--- config.mk ---
export PLATFORM = sky130hd
export DESIGN_NAME = nasti_burst_splitter_rd
export DESIGN_NICKNAME = d
export VERILOG_FILES = /design/src/rtl/nasti_burst_splitter_rd.sv
export SDC_FILE = /design/constraint.sdc
export NUM_CORES = 1
export LEC_CHECK = 0
export ABC_AREA = 1
export CAP_MARGIN = 20
export CORE_MARGIN = 2
export CORE_UTILIZATION = 39
export DETAILED_ROUTE_END_ITERATION = 10
export GPL_ROUTABILITY_DRIVEN = 0
export PLACE_DENSITY = 0.87
export SYNTH_ARGS = -nofsm -noshare
export SYNTH_HDL_FRONTEND = slang
export SYNTH_SLANG_ARGS = --single-unit
--- constraint.sdc ---
create_clock -name clk -period 4.1 [get_ports clk]
set_input_delay 0.615 -clock clk [delete_from_list [all_inputs] [get_ports clk]]
set_output_delay 0.615 -clock clk [all_outputs]
set_load 0.02 [all_outputs]
--- src/rtl/nasti_burst_splitter_rd.sv ---
// -----------------------------------------------------------------------------
// nasti_burst_splitter_rd
//
// Purpose: read-path stage for slaves that cannot burst. Each upstream AR burst
// is accepted once, then issued downstream as a sequence of single-beat ARs
// (len=0). The returned beats are forwarded upstream as one rebuilt burst.
// At most one downstream request is outstanding at any time.
//
// Optional feature macro: NASTI_SPLIT_WRAP_EN
//   defined   -> WRAP bursts wrap inside an aligned (len+1)<<size byte window
//   undefined -> WRAP bursts are addressed like INCR (no wrap logic built)
//
// Ports:
//   clk, rst                 clock, synchronous active-high reset
//   us_ar_*                  upstream AR channel (slave side of this block)
//   us_r_*                   upstream R channel (rebuilt burst)
//   ds_ar_*                  downstream AR channel (single-beat requests)
//   ds_r_*                   downstream R channel (one beat per request)
// -----------------------------------------------------------------------------
module nasti_burst_splitter_rd #(
  parameter int ID_WIDTH   = 1,
  parameter int ADDR_WIDTH = 8,
  parameter int DATA_WIDTH = 64,
  parameter int USER_WIDTH = 1
) (
  input  logic                  clk,
  input  logic                  rst,
  input  logic [ID_WIDTH-1:0]   us_ar_id,
  input  logic [ADDR_WIDTH-1:0] us_ar_addr,
  input  logic [7:0]            us_ar_len,
  input  logic [2:0]            us_ar_size,
  input  logic [1:0]            us_ar_burst,
  input  logic                  us_ar_lock,
  input  logic [3:0]            us_ar_cache,
  input  logic [2:0]            us_ar_prot,
  input  logic [3:0]            us_ar_qos,
  input  logic [3:0]            us_ar_region,
  input  logic [USER_WIDTH-1:0] us_ar_user,
  input  logic                  us_ar_valid,
  output logic                  us_ar_ready,
  output logic [ID_WIDTH-1:0]   us_r_id,
  output logic [DATA_WIDTH-1:0] us_r_data,
  output logic [1:0]            us_r_resp,
  output logic                  us_r_last,
  output logic [USER_WIDTH-1:0] us_r_user,
  output logic                  us_r_valid,
  input  logic                  us_r_ready,
  output logic [ID_WIDTH-1:0]   ds_ar_id,
  output logic [ADDR_WIDTH-1:0] ds_ar_addr,
  output logic [7:0]            ds_ar_len,
  output logic [2:0]            ds_ar_size,
  output logic [1:0]            ds_ar_burst,
  output logic                  ds_ar_lock,
  output logic [3:0]            ds_ar_cache,
  output logic [2:0]            ds_ar_prot,
  output logic [3:0]            ds_ar_qos,
  output logic [3:0]            ds_ar_region,
  output logic [USER_WIDTH-1:0] ds_ar_user,
  output logic                  ds_ar_valid,
  input  logic                  ds_ar_ready,
  input  logic [ID_WIDTH-1:0]   ds_r_id,
  input  logic [DATA_WIDTH-1:0] ds_r_data,
  input  logic [1:0]            ds_r_resp,
  input  logic                  ds_r_last,
  input  logic [USER_WIDTH-1:0] ds_r_user,
  input  logic                  ds_r_valid,
  output logic                  ds_r_ready
);

  typedef enum logic [1:0] {S_IDLE, S_ADDR, S_DATA} state_t;

  state_t                r_state, w_state_next;
  logic [7:0]            r_cnt, w_cnt_next;

  logic [ID_WIDTH-1:0]   r_id;
  logic [ADDR_WIDTH-1:0] r_addr;
  logic [7:0]            r_len;
  logic [2:0]            r_size;
  logic [1:0]            r_burst;
  logic                  r_lock;
  logic [3:0]            r_cache;
  logic [2:0]            r_prot;
  logic [3:0]            r_qos;
  logic [3:0]            r_region;
  logic [USER_WIDTH-1:0] r_user;

  logic                  w_ar_hs;
  logic                  w_r_hs;
  logic                  w_last_beat;
  logic [ADDR_WIDTH-1:0] w_offset;
  logic [ADDR_WIDTH-1:0] w_beat_addr;

  // Downstream beats always carry the captured id upstream, and the burst end
  // is decided by our own beat counter, so these downstream fields are unused.
  logic                  w_unused;
  assign w_unused = &{1'b0, ds_r_id, ds_r_last};

  assign w_ar_hs     = (r_state == S_IDLE) && us_ar_valid;
  assign w_r_hs      = (r_state == S_DATA) && ds_r_valid && us_r_ready;
  assign w_last_beat = (r_cnt == r_len);

  // ---------------------------------------------------------------------------
  // State and captured request
  // ---------------------------------------------------------------------------
  always_ff @(posedge clk) begin
    if (rst) begin
      r_state  <= S_IDLE;
      r_cnt    <= 8'd0;
      r_id     <= '0;
      r_addr   <= '0;
      r_len    <= 8'd0;
      r_size   <= 3'd0;
      r_burst  <= 2'd0;
      r_lock   <= 1'b0;
      r_cache  <= 4'd0;
      r_prot   <= 3'd0;
      r_qos    <= 4'd0;
      r_region <= 4'd0;
      r_user   <= '0;
    end else begin
      r_state <= w_state_next;
      r_cnt   <= w_cnt_next;
      if (w_ar_hs) begin
        r_id     <= us_ar_id;
        r_addr   <= us_ar_addr;
        r_len    <= us_ar_len;
        r_size   <= us_ar_size;
        r_burst  <= us_ar_burst;
        r_lock   <= us_ar_lock;
        r_cache  <= us_ar_cache;
        r_prot   <= us_ar_prot;
        r_qos    <= us_ar_qos;
        r_region <= us_ar_region;
        r_user   <= us_ar_user;
      end
    end
  end

  always_comb begin
    w_state_next = r_state;
    w_cnt_next   = r_cnt;
    case (r_state)
      S_IDLE: begin
        if (w_ar_hs) begin
          w_state_next = S_ADDR;
          w_cnt_next   = 8'd0;
        end
      end
      S_ADDR: begin
        if (ds_ar_ready) w_state_next = S_DATA;
      end
      S_DATA: begin
        if (w_r_hs) begin
          if (w_last_beat) begin
            w_state_next = S_IDLE;
          end else begin
            w_state_next = S_ADDR;
            w_cnt_next   = r_cnt + 8'd1;
          end
        end
      end
      default: w_state_next = S_IDLE;
    endcase
  end

  // ---------------------------------------------------------------------------
  // Beat address. Derived only from registers, so it holds steady while a
  // downstream request is stalled.
  // ---------------------------------------------------------------------------
  assign w_offset = ADDR_WIDTH'(r_cnt) << r_size;

`ifdef NASTI_SPLIT_WRAP_EN
  logic [ADDR_WIDTH-1:0] w_wrap_mask;
  // Window is (len+1)<<size bytes; the mask selects the in-window offset bits.
  assign w_wrap_mask = (ADDR_WIDTH'({1'b0, r_len} + 9'd1) << r_size) - ADDR_WIDTH'(1);
`endif

  always_comb begin
    w_beat_addr = r_addr + w_offset;
    case (r_burst)
      2'b00: w_beat_addr = r_addr;
`ifdef NASTI_SPLIT_WRAP_EN
      2'b10: w_beat_addr = (r_addr & ~w_wrap_mask) | ((r_addr + w_offset) & w_wrap_mask);
`endif
      default: w_beat_addr = r_addr + w_offset;
    endcase
  end

  // ---------------------------------------------------------------------------
  // Outputs
  // ---------------------------------------------------------------------------
  assign us_ar_ready  = (r_state == S_IDLE);

  assign ds_ar_valid  = (r_state == S_ADDR);
  assign ds_ar_id     = r_id;
  assign ds_ar_addr   = w_beat_addr;
  assign ds_ar_len    = 8'd0;
  assign ds_ar_size   = r_size;
  assign ds_ar_burst  = r_burst;
  assign ds_ar_lock   = r_lock;
  assign ds_ar_cache  = r_cache;
  assign ds_ar_prot   = r_prot;
  assign ds_ar_qos    = r_qos;
  assign ds_ar_region = r_region;
  assign ds_ar_user   = r_user;

  assign us_r_valid   = (r_state == S_DATA) && ds_r_valid;
  assign ds_r_ready   = (r_state == S_DATA) && us_r_ready;
  assign us_r_id      = r_id;
  assign us_r_data    = ds_r_data;
  assign us_r_resp    = ds_r_resp;
  assign us_r_user    = ds_r_user;
  assign us_r_last    = (r_state == S_DATA) && w_last_beat;

endmodule

# == Yosys cells after proc, flatten, opt, wreduce, memory -nomap -nowiden ==
# Index checks and enable logic that the tools add are counted.
# word_totals
regBits,49
inputBits,114
out_inout_bits,112
wordCells,43
# op_classes
addsub,2
eq_ne,7
shifts,1
mux,10
n_reduce_logical,10
# op_table
op,n
two-way mux 8 bit,4
one-hot mux 8 bit (2 select lines),1
adder 8 x 1 -> 8 bit (second input constant),1
adder 8 bit,1
== test 8 bit,1
left shift 8 x 3 -> 8 bit,1
two-way mux 2 bit,3
one-hot mux 2 bit (3 select lines),1
logical AND 1 bit,5
zero test 2 bit,2
inequality test 2 x 1 -> 1 bit (second input constant),2
inequality test 2 bit (second input constant),2
AND reduction 4 bit,1
AND reduction 3 bit,1
== test 2 x 1 -> 1 bit (second input constant),1
== test 2 bit (second input constant),1
nonzero test 2 bit,1
two-way mux 1 bit,1

# == Logic depth before layout (Yosys ltp) ==
# logic_depth
depth_word,5
ltp_mapped,16
mapped_depth_nobuf,15

# == Worst setup path before layout ==
# Ideal clock, no wire load.
# synth_path
path_type,register -> output
from,"reg r_size[1], in the netlist ds_ar_size[1]"
to,out ds_ar_addr[4]
t_arrival_ns,2.106
t_required_ns,3.485
slack_ns,1.379
stages_incl_launch_ff,13
n_path_buf,1
path_cell_list,dfxtp_1 > buf_2 > inv_1 > nand3_1 > nor2_1 > ha_1 > inv_1 > fa_1 > inv_1 > nand2_1 > a21oi_1 > nor3_1 > o22ai_1
# synth_between
elab_chain_cells,3
# synth_rtl
element,line,rtl
from (decl),78,logic [2:0] r_size;
from (signal assigned),127,r_size <= us_ar_size;
left shift 8 x 3 -> 8 bit,170,assign w_offset = ADDR_WIDTH'(r_cnt) << r_size;
adder 8 bit,185,default: w_beat_addr = r_addr + w_offset;
two-way mux 8 bit,180,case (r_burst)
to (decl),49,"output logic [ADDR_WIDTH-1:0] ds_ar_addr,"
# Every way passes these cells.

# == Worst setup path after layout ==
# layout_path
from,reg r_cnt[0]
to,out ds_ar_addr[4]
# layout_between
elab_chain_cells,3
# layout_rtl
element,line,rtl
from (decl),73,"logic [7:0] r_cnt, w_cnt_next;"
from (signal assigned),122,r_cnt <= w_cnt_next;
left shift 8 x 3 -> 8 bit,170,
adder 8 bit,185,
two-way mux 8 bit,180,
# Every way passes these cells.

==> results.md <==
- Outcome: finished, final reports clean
- Clock power share: 23.7%
- #FFs+latches synth: 49
- Crit start category: register
- CP Max Fanout: 8
- Quantity of hold-fixing buffers added after cts: 0
- Vias/cell: 5.12
- Max capacitance violation total: 0
- RSZ-0062 raised after global routing: false
- Post-synth top area cell: dfxtp_1
- Total clock buffers created by CTS: 5
- Synth cell types: 32
- Critical-path top delay cell: clkdlybuf4s50_1
- Final hold violations: 0
- Pwr Density: 341 nW/um^2
- Starting density of the core: 40.5%
- Routed Antenna Nets: 0
- Post-Syn Area per Cell: 6.72 um^2
- Max-slew headroom: 33.1%
- Antenna Cells: 0
- Clk_skew: 7.94 ps
- WP data required: 3480 ps
- Largest net degree at the start of global routing: 36
- Slowest stage delay, CP: 630 ps
- Sw Ratio: 36.1%
- Final Non-Filler Cells: 606
- CP arrival: 3070 ps
- FILL cells: 814
- Vias: 3,102
- Ports: 226
- Top cell by count, worst path: nand2_1
- Layout cells sized above 1: 4.99%
- Sequential-to-total area share from yosys stat: 29.3%
- Post-synthesis instance total: 498
- Clock Path Buffers: 2
- Final-report setup violation count: 0
- Vias in the first global route: 2,915
- Input/output buffers: 81
- Global-route wire length before repair: 13,200 um
- Row cnt: 33
- Clk sinks: 49
- P&R area growth vs syn: 12.6%
- Pre-Repair DR Iteration Count: 4
- Worst Tran Pin Value: 1000 ps
- Internal: 820 uW
- Critical path buffer and inverter count: 3
- Pins over their slew limit: 0
- Placed cells: 598
- Clk pin slew, worst setup/hold paths: 100 ps
- Peak supply drop: 0.000186 V
- Most frequent cells in the layout: 106 x nand2_1, 81 x clkdlybuf4s50_1, 54 x a21oi_1
- Setup TNS: 0 ps
- Initial antenna violation count: 0
- DP Area: 3670 um^2
- Final Cell Area: 3770 um^2
- Avg WL per Cell: 13.5 um
- Fmax: 272 MHz
- Overall Global Routing Usage: 16.8%
- Area of the core: 8260 um^2
- Synthesized area: 3350 um^2
- Drt total wl: 8200 um
- Setup CP Type: reg -> out
- GRT overflow: 0
- Hold Crit Class: reg -> reg
- Die ar.: 9340 um^2
- Ys Warns: 0
- Psw: 463 uW
- Root buffer cell: clkbuf_8
- First DRT Iteration DRCs: 182
- CP Capture Type: output port
- Die X: 96.6 um
- Final Critical Period: 3680 ps
- Post-route DRC: 0
- Sequential cell fraction of total power: 42.9%
- Final Util: 45.6%
- Leakage: 1.51 nW
- CP cell instances: nand2_1 -> nand2_1 -> nand2_1 -> nor2_1 -> inv_1 -> fa_1 -> inv_1 -> nand2_1 -> a21oi_1 -> nor3_1 -> o22ai_1 -> clkdlybuf4s50_1
- Final-stage net count: 623
- TritonCTS clock tree: yes
- Chip Height: 96.6 um
- Most common cell after layout, fill and taps aside: nand2_1
- Crit-path leading delay family: buffers and inverters
- Final cycle utilization of the critical path: 89.8%
- Clk Latency, worst-skew pair: 310 ps
- Comb power frac: 33.4%
- H-tree lvl count: 2
- Synth top area cells: dfxtp_1 29%, buf_4 18%, nand2_1 12%
- DP HPWL: 6240 um
- Pwr Total: 1.28 mW
- Synth top area share: 29.3%
## area by class of cell
type / count / area, um^2 / share of cell area, %
clock buffer: 5 / 68.8 / 1.83
tap: 105 / 131 / 3.49
sequential: 49 / 983 / 26.1
inverter: 48 / 180 / 4.78
clock inverter: 3 / 26.3 / 0.698
timing repair buffer: 85 / 841 / 22.3
multi-input combinational: 311 / 1540 / 40.8
## power by group through the flow
stage,combinational [mW],clock (mW),sequential (mW)
floorplan,0.347,0,0.573
global placement,0.413,0,0.559
detailed placement,0.426,0,0.561
CTS,0.427,0.306,0.550
global route,0.472,0.325,0.557
finish,0.428,0.304,0.551
## stage by stage
step / setup WS (ps) / hold WS [ps]
2_1_floorplan: 1380 / 443
5_1_grt: 51.7 / 488
3_5_place_dp: 715 / 457
6_report: 419 / 471
4_1_cts: 382 / 472
3_3_place_gp: 814 / 447
## worst reg2reg max path, cell delays in order, from the launching register on
cell and delay [ps]:
dfxtp_1 380, nor2_2 760, nand2_1 880, o21ai_0 600, a21oi_1 80
## final timing paths
| path | cells after the start | to | startpoint | slack (ps) |
|---|---|---|---|---|
| setup / recovery | 12 | ds_ar_addr[4] | r_cnt[0] | 420 |
| hold reg to reg | 2 | ds_ar_region[2] | ds_ar_region[2] | 470 |
| setup reg to reg | 4 | ds_ar_size[1] | r_state[0] | 1270 |
| hold / removal | 2 | ds_ar_region[2] | ds_ar_region[2] | 470 |
## kinds of logic (layout without fill, tap and decap cells)
| kind of cell | after synthesis | after routing | share of synthesized area, % |
|---|---|---|---|
| buffers and inverters | 145 | 141 | 25.6 |
| other | 1 | 8 | 0.112 |
| AOI/OAI and AO/OA | 97 | 97 | 15.1 |
| DFF | 49 | 49 | 29.3 |
| and+or+nand+nor | 193 | 193 | 25.2 |
| adders and majority gates | 9 | 9 | 3.59 |
| xor gates and xnor gates | 4 | 4 | 1.05 |
## routing by layer
metal / track usage [%] / share of wire [%] / vias to the layer above / wire length [um]
li1: - / - / 1524 / -
met1: 19.0 / 40 / 1402 / 3260
met2: 28.4 / 47 / 147 / 3890
met3: 5.64 / 9.0 / 29 / 736
met4: 7.91 / 3.8 / 0 / 309
met5: 0 / 0 / - / 0
## state kept, by name, indices dropped and copies added (netlist names), 2 cells and up
name	count
r_addr	8
ds_ar_qos	4
ds_ar_burst	2
ds_ar_size	3
ds_ar_region	4
r_cnt	8
ds_ar_prot	3
ds_ar_cache	4
r_state	2
r_len	8
## synth_stat cells, drive strengths merged
cell type and instances:
nand2 109, buf 89, a21oi 56, nand3 50, dfxtp 49, inv 47, o21ai 36, nor2 28
clkbuf 8, ha 8, nand4 4, xor2 3, o211ai 2, o22ai 2, clkinv 1, conb 1
fa 1, nor2b 1, nor3 1, o21bai 1, xnor2 1
## repair_timing
action	CTS	global route
buffers inserted	0	0
gates resized for setup	0	2
setup endpoints to repair	0	1
Power figures use the tool's default switching activity.
